File: config.mk
export PLATFORM = sky130hd
export DESIGN_NAME = mips_mc_ctrl_fsm
export DESIGN_NICKNAME = d
export VERILOG_FILES = /design/src/rtl/mips_ctrl_pkg.sv /design/src/rtl/mips_ctrl_opclass.sv /design/src/rtl/mips_mc_ctrl_fsm.sv
export SDC_FILE = /design/constraint.sdc
export NUM_CORES = 1
export LEC_CHECK = 0
export CAP_MARGIN = 20
export CORE_UTILIZATION = 49
export CTS_CLUSTER_SIZE = 14
export DETAILED_ROUTE_END_ITERATION = 10
export HOLD_SLACK_MARGIN = 0.1
export PLACE_DENSITY = 0.94
export REMOVE_ABC_BUFFERS = 1
export SLEW_MARGIN = 20
export SYNTH_ARGS = -nofsm -noshare
export SYNTH_HDL_FRONTEND = slang
export SYNTH_HIERARCHICAL = 1
export SYNTH_SLANG_ARGS = --single-unit
File: constraint.sdc
create_clock -name clk -period 5.98 [get_ports clk]
set_input_delay 0.897 -clock clk [delete_from_list [all_inputs] [get_ports clk]]
set_output_delay 0.897 -clock clk [all_outputs]
set_load 0.01 [all_outputs]
File: src/rtl/mips_ctrl_pkg.sv
// ============================================================================
// Package  : mips_ctrl_pkg
// Desc     : State, instruction-class and control-field encodings for the
//            multicycle MIPS main control FSM.
// Revision : 1.0 - initial release
// ============================================================================
`default_nettype none

package mips_ctrl_pkg;

   typedef enum logic [3:0] {
      S_FETCH  = 4'd0,
      S_DECODE = 4'd1,
      S_MEMADR = 4'd2,
      S_MEMRD  = 4'd3,
      S_MEMWB  = 4'd4,
      S_MEMWR  = 4'd5,
      S_RTEXE  = 4'd6,
      S_ALUWB  = 4'd7,
      S_BRANCH = 4'd8,
      S_IEXE   = 4'd9,
      S_IWB    = 4'd10,
      S_JUMP   = 4'd11,
      S_JAL    = 4'd12,
      S_JR     = 4'd13,
      S_EXC    = 4'd14
   } statetype;

   typedef enum logic [3:0] {
      CL_RTYPE, CL_JR, CL_LW, CL_LB, CL_LBU, CL_SW, CL_SB, CL_BEQ,
      CL_BNE, CL_ADDI, CL_ANDI, CL_ORI, CL_SLTI, CL_J, CL_JAL, CL_ILL
   } opclass_t;

   localparam logic [5:0] c_op_rtype = 6'b000000;
   localparam logic [5:0] c_op_lw    = 6'b100011;
   localparam logic [5:0] c_op_lb    = 6'b100000;
   localparam logic [5:0] c_op_lbu   = 6'b100100;
   localparam logic [5:0] c_op_sw    = 6'b101011;
   localparam logic [5:0] c_op_sb    = 6'b101000;
   localparam logic [5:0] c_op_beq   = 6'b000100;
   localparam logic [5:0] c_op_bne   = 6'b000101;
   localparam logic [5:0] c_op_addi  = 6'b001000;
   localparam logic [5:0] c_op_andi  = 6'b001100;
   localparam logic [5:0] c_op_ori   = 6'b001101;
   localparam logic [5:0] c_op_slti  = 6'b001010;
   localparam logic [5:0] c_op_j     = 6'b000010;
   localparam logic [5:0] c_op_jal   = 6'b000011;
   localparam logic [5:0] c_funct_jr = 6'b001000;

   localparam logic [2:0] c_alu_add   = 3'b000;
   localparam logic [2:0] c_alu_sub   = 3'b001;
   localparam logic [2:0] c_alu_funct = 3'b010;
   localparam logic [2:0] c_alu_and   = 3'b011;
   localparam logic [2:0] c_alu_or    = 3'b100;
   localparam logic [2:0] c_alu_slt   = 3'b101;

   localparam logic [1:0] c_rd_rt = 2'b00;
   localparam logic [1:0] c_rd_rd = 2'b01;
   localparam logic [1:0] c_rd_ra = 2'b10;

   localparam logic [1:0] c_m2r_alu = 2'b00;
   localparam logic [1:0] c_m2r_mdr = 2'b01;
   localparam logic [1:0] c_m2r_pc  = 2'b10;

   localparam logic [1:0] c_pc_alu    = 2'b00;
   localparam logic [1:0] c_pc_aluout = 2'b01;
   localparam logic [1:0] c_pc_jump   = 2'b10;
   localparam logic [1:0] c_pc_a      = 2'b11;

   localparam logic [1:0] c_srcb_b    = 2'b00;
   localparam logic [1:0] c_srcb_4    = 2'b01;
   localparam logic [1:0] c_srcb_imm  = 2'b10;
   localparam logic [1:0] c_srcb_imm2 = 2'b11;

   function automatic logic is_store(opclass_t c);
      return (c == CL_SW) || (c == CL_SB);
   endfunction

   function automatic logic is_byte_load(opclass_t c);
      return (c == CL_LB) || (c == CL_LBU);
   endfunction

endpackage

`default_nettype wire

File: src/rtl/mips_ctrl_opclass.sv
// ============================================================================
// Module   : mips_ctrl_opclass
// Desc     : Combinational op/funct to instruction-class decode.
// Revision : 1.0 - initial release
// ============================================================================
`default_nettype none

module mips_ctrl_opclass
   import mips_ctrl_pkg::*;
(
   input  logic [5:0] op,
   input  logic [5:0] funct,
   output opclass_t   opclass
);

   always_comb begin
      opclass = CL_ILL;
      case (op)
         c_op_rtype: opclass = (funct == c_funct_jr) ? CL_JR : CL_RTYPE;
         c_op_lw:    opclass = CL_LW;
         c_op_lb:    opclass = CL_LB;
         c_op_lbu:   opclass = CL_LBU;
         c_op_sw:    opclass = CL_SW;
         c_op_sb:    opclass = CL_SB;
         c_op_beq:   opclass = CL_BEQ;
         c_op_bne:   opclass = CL_BNE;
         c_op_addi:  opclass = CL_ADDI;
         c_op_andi:  opclass = CL_ANDI;
         c_op_ori:   opclass = CL_ORI;
         c_op_slti:  opclass = CL_SLTI;
         c_op_j:     opclass = CL_J;
         c_op_jal:   opclass = CL_JAL;
         default:    opclass = CL_ILL;
      endcase
   end

endmodule

`default_nettype wire

File: src/rtl/mips_mc_ctrl_fsm.sv
// ============================================================================
// Module   : mips_mc_ctrl_fsm
// Desc     : Multicycle MIPS main control FSM with req/ready memory handshake,
//            bounded wait and sticky trap state.
// Revision : 1.0 - initial release
// ============================================================================
`default_nettype none

module mips_mc_ctrl_fsm
   import mips_ctrl_pkg::*;
#(
   parameter int EN_WAIT = 1,
   parameter int TIMEOUT = 15
) (
   input  logic       clk,
   input  logic       reset_n,
   input  logic [5:0] op,
   input  logic [5:0] funct,
   input  logic       mem_ready,
   output logic       mem_req,
   output logic       memwrite,
   output logic       iord,
   output logic       irwrite,
   output logic       pcwrite,
   output logic       branch,
   output logic       bne,
   output logic       regwrite,
   output logic [1:0] regdst,
   output logic [1:0] memtoreg,
   output logic       alusrca,
   output logic [1:0] alusrcb,
   output logic       zext,
   output logic [1:0] pcsrc,
   output logic [2:0] aluop,
   output logic       ldbyte,
   output logic       ldsign,
   output logic       stbyte,
   output logic       exc,
   output logic [3:0] st
);

   localparam int              c_cw  = $clog2(TIMEOUT + 1);
   localparam logic [c_cw-1:0] c_tmo = c_cw'(TIMEOUT);
   localparam logic [c_cw-1:0] c_one = c_cw'(1);

   statetype        r_state;
   statetype        w_next;
   logic [c_cw-1:0] r_wcnt;
   opclass_t        w_cls;
   logic            w_ready;
   logic            w_memstate;
   logic            w_timeout;

   mips_ctrl_opclass u_opclass (
      .op      (op),
      .funct   (funct),
      .opclass (w_cls)
   );

   generate
      if (EN_WAIT != 0) begin : g_wait
         assign w_ready = mem_ready;
      end else begin : g_nowait
         assign w_ready = 1'b1;
      end
   endgenerate

   assign w_memstate = (r_state == S_FETCH) || (r_state == S_MEMRD) || (r_state == S_MEMWR);
   assign w_timeout  = w_memstate && !w_ready && (r_wcnt == c_tmo);
   assign st         = r_state;

   // Counter only runs while a memory state is stalled; any state change clears it.
   always_ff @(posedge clk or negedge reset_n) begin
      if (!reset_n) begin
         r_state <= S_FETCH;
         r_wcnt  <= '0;
      end else begin
         r_state <= w_next;
         if (w_memstate && !w_ready && (w_next == r_state))
            r_wcnt <= r_wcnt + c_one;
         else
            r_wcnt <= '0;
      end
   end

   always_comb begin
      w_next = r_state;
      case (r_state)
         S_FETCH: begin
            if (w_timeout)    w_next = S_EXC;
            else if (w_ready) w_next = S_DECODE;
         end
         S_DECODE: begin
            case (w_cls)
               CL_RTYPE:                             w_next = S_RTEXE;
               CL_JR:                                w_next = S_JR;
               CL_LW, CL_LB, CL_LBU, CL_SW, CL_SB:   w_next = S_MEMADR;
               CL_BEQ, CL_BNE:                       w_next = S_BRANCH;
               CL_ADDI, CL_ANDI, CL_ORI, CL_SLTI:    w_next = S_IEXE;
               CL_J:                                 w_next = S_JUMP;
               CL_JAL:                               w_next = S_JAL;
               default:                              w_next = S_EXC;
            endcase
         end
         S_MEMADR: w_next = is_store(w_cls) ? S_MEMWR : S_MEMRD;
         S_MEMRD: begin
            if (w_timeout)    w_next = S_EXC;
            else if (w_ready) w_next = S_MEMWB;
         end
         S_MEMWR: begin
            if (w_timeout)    w_next = S_EXC;
            else if (w_ready) w_next = S_FETCH;
         end
         S_RTEXE:  w_next = S_ALUWB;
         S_IEXE:   w_next = S_IWB;
         S_MEMWB, S_ALUWB, S_BRANCH, S_IWB, S_JUMP, S_JAL, S_JR: w_next = S_FETCH;
         S_EXC:    w_next = S_EXC;
         default:  w_next = S_EXC;
      endcase
   end

   always_comb begin
      mem_req  = 1'b0;
      memwrite = 1'b0;
      iord     = 1'b0;
      irwrite  = 1'b0;
      pcwrite  = 1'b0;
      branch   = 1'b0;
      bne      = 1'b0;
      regwrite = 1'b0;
      regdst   = c_rd_rt;
      memtoreg = c_m2r_alu;
      alusrca  = 1'b0;
      alusrcb  = c_srcb_b;
      zext     = 1'b0;
      pcsrc    = c_pc_alu;
      aluop    = c_alu_add;
      ldbyte   = 1'b0;
      ldsign   = 1'b0;
      stbyte   = 1'b0;
      exc      = 1'b0;
      case (r_state)
         S_FETCH: begin
            mem_req = 1'b1;
            alusrcb = c_srcb_4;
            irwrite = w_ready;
            pcwrite = w_ready;
         end
         S_DECODE: alusrcb = c_srcb_imm2;
         S_MEMADR: begin
            alusrca = 1'b1;
            alusrcb = c_srcb_imm;
         end
         S_MEMRD: begin
            mem_req = 1'b1;
            iord    = 1'b1;
            ldbyte  = is_byte_load(w_cls);
            ldsign  = (w_cls == CL_LB);
         end
         S_MEMWB: begin
            regwrite = 1'b1;
            memtoreg = c_m2r_mdr;
            ldbyte   = is_byte_load(w_cls);
            ldsign   = (w_cls == CL_LB);
         end
         S_MEMWR: begin
            mem_req  = 1'b1;
            iord     = 1'b1;
            stbyte   = (w_cls == CL_SB);
            memwrite = w_ready;
         end
         S_RTEXE: begin
            alusrca = 1'b1;
            aluop   = c_alu_funct;
         end
         S_ALUWB: begin
            regwrite = 1'b1;
            regdst   = c_rd_rd;
         end
         S_BRANCH: begin
            alusrca = 1'b1;
            aluop   = c_alu_sub;
            pcsrc   = c_pc_aluout;
            branch  = (w_cls == CL_BEQ);
            bne     = (w_cls == CL_BNE);
         end
         S_IEXE: begin
            alusrca = 1'b1;
            alusrcb = c_srcb_imm;
            zext    = (w_cls == CL_ANDI) || (w_cls == CL_ORI);
            case (w_cls)
               CL_ANDI: aluop = c_alu_and;
               CL_ORI:  aluop = c_alu_or;
               CL_SLTI: aluop = c_alu_slt;
               default: aluop = c_alu_add;
            endcase
         end
         S_IWB: begin
            regwrite = 1'b1;
            zext     = (w_cls == CL_ANDI) || (w_cls == CL_ORI);
         end
         S_JUMP: begin
            pcsrc   = c_pc_jump;
            pcwrite = 1'b1;
         end
         // PC already holds PC+4 from FETCH, so it is the link value.
         S_JAL: begin
            pcsrc    = c_pc_jump;
            pcwrite  = 1'b1;
            regwrite = 1'b1;
            regdst   = c_rd_ra;
            memtoreg = c_m2r_pc;
         end
         S_JR: begin
            pcsrc   = c_pc_a;
            pcwrite = 1'b1;
         end
         S_EXC:   exc = 1'b1;
         default: exc = 1'b0;
      endcase
   end

endmodule

`default_nettype wire

# Word-level counts from Yosys, hierarchy flattened
# Memory sizes are Yosys's and may differ from the RTL's.
# Cells that the tools add are included.
totals:
  ff_bits: 8
  rom_bits: 64
  inputBits: 15
  output_inout_bits: 29
  elab_cells: 95
  memories: 1
op_classes:
  n_addsub: 1
  n_eq_ne: 39
  n_mux: 31
  reduce_logical: 21
mem_list:
  columns: ["memory", "depth", "word_bits", "read_ports", "rd_ports_with_merged_regs", "wr", "line", "source"]
  rows:
  - ["(name not given)", 16, 4, 1, 0, 0, "mips_mc_ctrl_fsm.sv:94", "case (w_cls)"]
ops:
  columns: ["cell", "n"]
  rows:
  - ["one-hot mux 4 bit (14 select lines)", 1]
  - ["equality test 4 bit, second input constant", 12]
  - ["equality test 4 x 3 -> 1 bit, second input constant", 8]
  - ["one-hot mux 4 bit (8 select lines)", 1]
  - ["equality test 6 x 4 -> 1 bit, second input constant", 5]
  - ["equality test 6 bit, second input constant", 5]
  - ["2-to-1 mux 4 bit", 7]
  - ["one-hot mux 3 bit (3 select lines)", 2]
  - ["2-to-1 mux 1 bit", 14]
  - ["equality test 4 x 2 -> 1 bit, second input constant", 3]
  - ["equality test 6 x 2 -> 1 bit, second input constant", 2]
  - ["equality test 6 x 3 -> 1 bit, second input constant", 2]
  - ["one-hot mux 2 bit (3 select lines)", 2]
  - ["OR reduction 2 bit", 5]
  - ["one-hot mux 2 bit (2 select lines)", 2]
  - ["OR reduction 4 bit", 2]
  - ["OR reduction 7 bit", 1]
  - ["logical NOT 6 bit", 1]
  - ["OR reduction 3 bit", 2]
  - ["logical OR 1 bit", 5]
  - ["adder 4 x 1 -> 4 bit, second input constant", 1]
  - ["equality test 4 x 1 -> 1 bit, second input constant", 1]
  - ["equality test 4 bit", 1]
  - ["logical NOT 4 bit", 1]
  - ["4 further kinds", 6]

# Logic depth before layout (Yosys ltp)
# Gate-level depths: netlist of run 1.
depth:
  depth_word: 10
  depth_mapped: 10
  depth_no_buf: 8

# Modules after synthesis
# Netlist of run 1, hierarchy kept.
modules_own_cells:
  columns: ["module", "instances", "cells_per_inst", "area_each_um2"]
  rows:
  - ["mips_mc_ctrl_fsm", 1, 131, 952.2]
  - ["mips_ctrl_opclass", 1, 38, 272.8]

# Worst setup path before layout of run 1
# No wires, ideal clock.
synth_path:
  path_kind: "input -> output"
  start: "input op[1]"
  end: "output aluop[0]"
  arrival_ns: 2.591
  required_ns: 5.083
  setup_slack_ns: 2.492
  cell_stages: 8
  cell_sequence: "buf_4 -> and3b_1 -> a21oi_1 -> a211o_1 -> buf_4 -> xnor2_1 -> or3b_1 -> a211oi_1"
synth_between:
  elab_chain_len: 5
  elab_cells_between_ends: 20
  cone_classes: "eq/ne (16); mux (3); reduce/logical (1)"
synth_rtl:
  columns: ["element", "line", "source"]
  rows:
  - ["start: declaration", "mips_mc_ctrl_fsm.sv:17", "input logic [5:0] op,"]
  - ["equality test 6 x 2 -> 1 bit (tied with other cells)", "mips_ctrl_opclass.sv:18", "case (op)"]
  - ["one-hot mux 4 bit (14 select lines) *", "mips_ctrl_opclass.sv:18", null]
  - ["via w_cls[1]", "mips_mc_ctrl_fsm.sv:49", "opclass_t w_cls;"]
  - ["equality test 4 bit", "mips_mc_ctrl_fsm.sv:191", "case (w_cls)"]
  - ["one-hot mux 3 bit (3 select lines) *", "mips_mc_ctrl_fsm.sv:191", null]
  - ["one-hot mux 3 bit (3 select lines) *", "mips_mc_ctrl_fsm.sv:142", "case (r_state)"]
  - ["end: declaration", "mips_mc_ctrl_fsm.sv:34", "output logic [2:0] aluop,"]
# Mark *: on every way through the listed nets, which the timed path passes. The rest lies on a longest branch.

# Worst setup path after layout of run 1
# Ends and elaborated chain as after synthesis.

==> impl_metrics.tcl, run 1 <==
set metrics [dict create \
    cts_hold_buf 0 \
    die_area_um2 2700 \
    grt_pass1_vias 1163 \
    postCtsSetupRepairBufs 0 \
    wl_met3_um 185 \
    cpPeakStageDelay_ns 0.72 \
    cts.path.max_buffers 2 \
    die_x_um 52 \
    portBuffers 43 \
    top_layer_used "met4" \
    r2r_setup_slack_ns 4.17 \
    ys_types 57 \
    cp-start-kind "input port" \
    ctsResizeCount 0 \
    num_vias 1382 \
    final_common_cell "clkdlybuf4s50_1" \
    synth_top_area_share_pct 16.3 \
    seq_area_um2 200 \
    worstSetupPathType "input port to primary output" \
    critPathRequiredTime_ns 5.08 \
    met2_length_um 1580 \
    num_rows 17 \
    nNetsFinal 216 \
    grt_antenna_before_repair 0 \
    cts.sinks 8 \
    critPathMaxFanout 12 \
    crit_top_cell "clkdlybuf4s50_1" \
    final_cell_mix "clkdlybuf4s50_1 (43), nor2_1 (18), a21oi_1 (13)" \
    rsz0062_at_grt "no" \
    yosys-top-cells-area "dfrtp_1 (16%), nor2_1 (5.5%), a21oi_1 (5.3%)" \
    power_leakage_nw 0.607 \
    drc_errors 0 \
    wl_um 3070 \
    clock-root-buffer "clkbuf_4" \
    slew_headroom_pct 43.3 \
    cts_inserted_buffers 3 \
    clkTransAtPathRegs_ns 0.05 \
    grt_max_degree 23 \
    h-tree-depth 1 \
    fin_worst_skew_ns 0.00926 \
    p_per_area_nw_per_um2 337 \
    finalCritPeriodShare_pct 78.1 \
    ys_seq_area_share_pct 16.3 \
    ir_drop_v 0.000270 \
    drive_above_1_share_pct 8.08 \
    setup_viol 0 \
    die_h_um 52 \
    drv_slew 0 \
    io_pins 44 \
    ant_nets 0 \
    dr.pass1.iters 4 \
    worst_pin_slew_ns 0.847 \
    synth-edff-count 0 \
    n_fill_cell 186 \
    syn-mean-instance-area_um2 7.25 \
    total_power_w 0.000539 \
    path_cells "clkdlybuf4s50_1 -> and3b_1 -> o2bb2ai_1 -> nand2_1 -> a21o_1 -> xnor2_1 -> or3b_1 -> a211oi_1 -> clkdlybuf4s50_1" \
    yosysTopAreaCell "dfrtp_1" \
    ys_seq_elements 8 \
    synth_warnings 6 \
    wl_per_cell_um 13.6 \
    layout.cells.non_filler 226 \
    async_reset_ff_share_pct 100 \
    cp_slowest_cell "clkdlybuf4s50_1" \
    dp_hpwl_um 2340 \
    syn_area_um2 1220 \
    cts_tree "done" \
    placedCellCount 223 \
    vias_per_cell 6.12 \
    max_cap_violations 0 \
    core_area_um2 2280 \
    setup_tns_ns 0 \
    wl_met1_um 1260 \
    grt.total_usage_pct 24.9 \
    gp_congestion 0.841 \
    final_util_pct 70.3 \
    outcome "completed" \
    diodes 0 \
    gr-total-overflow 0 \
    clock_latency_ns 0.27 \
    drtIter0Drc 39 \
    start_util_pct 53.8 \
    final_hold_viol_count 0 \
    synth_ff_type "dfrtp_1" \
    whs_ns 0.493 \
    cp-end-kind "primary output" \
    cp.arrival_ns 3.77 \
    hp-class "register to register" \
    grt_pass1_wl_um 5090 \
    period_minus_slack_ns 4.67 \
    area_delta_synth_final_pct 30.6 \
    synthCells 169 \
    multi_input_area_um2 893 \
    fmaxAchievable_mhz 214 \
]
==> through the flow <==
step	worst slack [ns]	instance area [um^2]
global route	1.05	1600
floorplan	2.58	1110
detailed placement	1.32	1580
finish	1.31	1600
global placement	1.40	1580
CTS	1.33	1600
==> worst paths after layout <==
path                                start   endpoint  cells after the start
max in group asynchronous         reset_n      st[0]                      1
worst min-delay path            r_wcnt[0]  r_wcnt[0]                      1
worst min register to register  r_wcnt[0]  r_wcnt[0]                      1
worst max-delay path                op[1]   aluop[0]                      9
worst max register to register      st[2]  r_wcnt[0]                      4
min in group asynchronous         reset_n  r_wcnt[2]                      1
==> cell families (layout without fill, tap and decap cells) <==
logic type | count (synthesis) | in the layout | share of synthesized area, %
flops | 8 | 8 | 16.3
xor+xnor | 6 | 6 | 4.29
mux | 1 | 1 | 0.817
simple gates | 81 | 81 | 37.2
fa+ha+maj | 1 | 1 | 1.02
buf+inv | 22 | 51 | 10.7
compound gates | 50 | 50 | 29.6
==> power breakdown <==
| group | total [W] | internal (W) | leakage (nW) | switching (W) |
|---|---|---|---|---|
| Sequential | 0.000132 | 0.0000690 | 0.106 | 0.0000630 |
| Clock | 0.0000433 | 0.0000231 | 0.0138 | 0.0000202 |
| Combinational | 0.000364 | 0.000189 | 0.487 | 0.000175 |
==> metal layers <==
| layer | track usage [%] | vias up |
|---|---|---|
| li1 | - | 667 |
| met1 | 28.4 | 651 |
| met2 | 46.8 | 59 |
| met3 | 4.39 | 5 |
| met4 | 6.31 | 0 |
| met5 | 0 | - |
==> sequential cells by signal (all words and copies together) (netlist names) <==
name,count
st,4
r_wcnt,4
==> cells in the mapped netlist (2+ instances only) <==
cell type,n
nor2_1,18
a21oi_1,13
nand2_1,12
nor3_1,11
dfrtp_1,8
nand2b_1,7
buf_2,6
nor2b_1,6
buf_4,5
inv_1,5
o22ai_1,5
xnor2_1,4
a211o_1,3
a21o_1,3
buf_6,3
nor4_1,3
o211ai_1,3
o21ai_0,3
or2_2,3
a211oi_2,2
a2bb2oi_1,2
and3_1,2
clkbuf_1,2
nor3b_1,2
o2bb2ai_1,2
o32ai_1,2
or2_1,2
or3_1,2
xor2_1,2
==> worst max-delay path, delay by kind of cell <==
kind	cells	cell delay, ns
compound gates	3	0.69
xor+xnor	1	0.19
buf+inv	2	1.29
simple gates	3	0.71
==> area by class of cell <==
type,count,share of cell area (%)
multi-input cells,139,55.8
repair buffers,43,26.9
flip-flops and latches,8,12.5
well taps,28,2.19
clock buffers,3,1.41
inverters,5,1.17
Note: power is estimated with default switching activity, not from simulation.
==> inputs of run 2 (changes only) <==
Settings changed: CORE_UTILIZATION 49 to 41, PLACE_DENSITY 0.94 to 0.84.
Clock period 5.98 ns to 4 ns, I/O delays scaled along.
==> run 2 against run 1 <==
  * The run now ends with design-rule violations left
  * Largest power group unchanged
  * Total power increased by 50%
  * Setup slack worse by 1.2 ns
  * Clock power rose by 47%
  * Sequential power is 48% higher
  * Clock skew rose by 0.0013 ns
==> impl_metrics.tcl, run 2 (synthesis results as in run 1) <==
set metrics [dict create \
    min-delay-start "r_wcnt[0]" \
    violations "design-rule violations" \
    crit_top_cell "clkdlybuf4s50_1" \
    cts_hold_buf 0 \
    wl_um 3060 \
    drive_above_1_share_pct 11.7 \
    critPathMaxFanout 8 \
    grt_pass1_vias 1167 \
    rsz0062_at_grt "no" \
    area_delta_synth_final_pct 35.9 \
    max_cap_violations 0 \
    critPathRequiredTime_ns 3.40 \
    num_vias 1348 \
    path_cells "clkdlybuf4s50_1 -> nand2b_2 -> a2bb2oi_1 -> a2bb2oi_2 -> o211ai_1 -> or3_1 -> o32ai_1 -> clkdlybuf4s50_1" \
    power_leakage_nw 0.643 \
    gr-total-overflow 0 \
    ant_nets 0 \
    wl_met3_um 199 \
    cpPeakStageDelay_ns 0.60 \
    fmaxAchievable_mhz 260 \
    slew_headroom_pct 56.3 \
    whs_endpoint "r_wcnt[0]" \
    cts_tree "done" \
    grt_antenna_before_repair 0 \
    whs_ns 0.484 \
    worstSetupPathType "input port to primary output" \
    vias_per_cell 5.69 \
    clock-root-buffer "clkbuf_4" \
    final_util_pct 59.3 \
    postCtsSetupRepairBufs 0 \
    finalCritPeriodShare_pct 96.0 \
    cts_inserted_buffers 3 \
    num_rows 19 \
    drc_errors 13 \
    setup_viol 0 \
    dr.pass1.iters 7 \
    top_layer_used "met4" \
    grt.total_usage_pct 19.7 \
    hp-class "register to register" \
    period_minus_slack_ns 3.84 \
    grt_pass1_wl_um 5060 \
    setup_tns_ns 0 \
    final_hold_viol_count 0 \
    p_per_area_nw_per_um2 487 \
    r2r_setup_slack_ns 2.20 \
    worst_pin_slew_ns 0.655 \
    cp_slowest_cell "clkdlybuf4s50_1" \
    critPathBufInv 2 \
    r2r-start "st[2]" \
    ctsResizeCount 0 \
    outcome "complete, but fails checks" \
    cp.arrival_ns 3.24 \
    grt_max_degree 23 \
    cp-start-kind "input port" \
    die_h_um 56.7 \
    wl_per_cell_um 12.9 \
    clkTransAtPathRegs_ns 0.06 \
    drtIter0Drc 52 \
    ir_drop_v 0.000234 \
    reg2reg_to "st[1]" \
    drv_slew 0 \
    crit_family "buffers and inverters" \
    cp-end-kind "primary output" \
    core_area_um2 2810 \
    clock_latency_ns 0.27 \
    wl_met1_um 1370 \
    portBuffers 43 \
    hold_depth 1 \
    cts.path.max_buffers 2 \
    io_pins 44 \
    met2_length_um 1460 \
    nNetsFinal 224 \
    cts.sinks 8 \
    h-tree-depth 1 \
    fin_worst_skew_ns 0.0106 \
    die_area_um2 3210 \
    rr_worst_depth 4 \
    dp_hpwl_um 2320 \
    diodes 0 \
    final_cell_mix "clkdlybuf4s50_1 (43), nor2_1 (18), a21oi_1 (13)" \
    die_x_um 56.7 \
    gp_congestion 0.867 \
    start_util_pct 43.7 \
    final_common_cell "clkdlybuf4s50_1" \
]
-- run 2: worst reg2reg max path: stages (launching register included) --
cell and delay [ns]:
dfrtp_1 0.76, xor2_1 0.16, a21oi_1 0.32, o32ai_1 0.12, a211o_1 0.31
-- run 2: area by class of cell --
cell class	count	area [um^2]
clock buffer	3	22.5
sequential	8	200
tap	31	38.8
multi-input combinational	139	893
fill	270	1140
inverter	5	18.8
timing repair buffer	51	490
-- run 2: power breakdown --
group / switching, W / total, W / leakage (nW) / internal [W]
Combinational: 0.000264 / 0.000551 / 0.524 / 0.000288
Clock: 0.0000292 / 0.0000636 / 0.0138 / 0.0000344
Sequential: 0.0000927 / 0.000196 / 0.106 / 0.000103
-- run 2: how the worst max path moves through the flow --
| stage | endpoint | cells past startpoint | start |
|---|---|---|---|
| 6_report | aluop[1] | 8 | op[5] |
| 5_1_grt | aluop[2] | 10 | op[5] |
| 4_1_cts | aluop[1] | 8 | op[5] |
| 3_5_place_dp | aluop[1] | 8 | op[5] |
| 3_3_place_gp | aluop[0] | 8 | op[5] |
| 2_1_floorplan | aluop[0] | 7 | op[5] |
-- run 2: metrics by stage --
stage               instances  worst slack (ns)  total power [W]  instance area (um^2)
finish                    237             0.160         0.000811                  1660
global route              237           0.00358         0.000877                  1660
CTS                       236            0.0902         0.000812                  1660
detailed placement        233            0.0975         0.000744                  1630
global placement          233             0.196         0.000739                  1630
floorplan                 152              1.19         0.000492                  1110
-- run 2: metal layers --
metal,global-route usage (%),vias to the layer above
li1,-,687
met1,24.1,605
met4,6.07,0
met3,3.69,5
met5,0,-
met2,34.7,51
==> inputs of run 3 (changes only) <==
Settings changed: CTS_CLUSTER_DIAMETER set to 120.
==> results of run 3 <==
Final layout, timing and power as in run 2 (identical DEF).
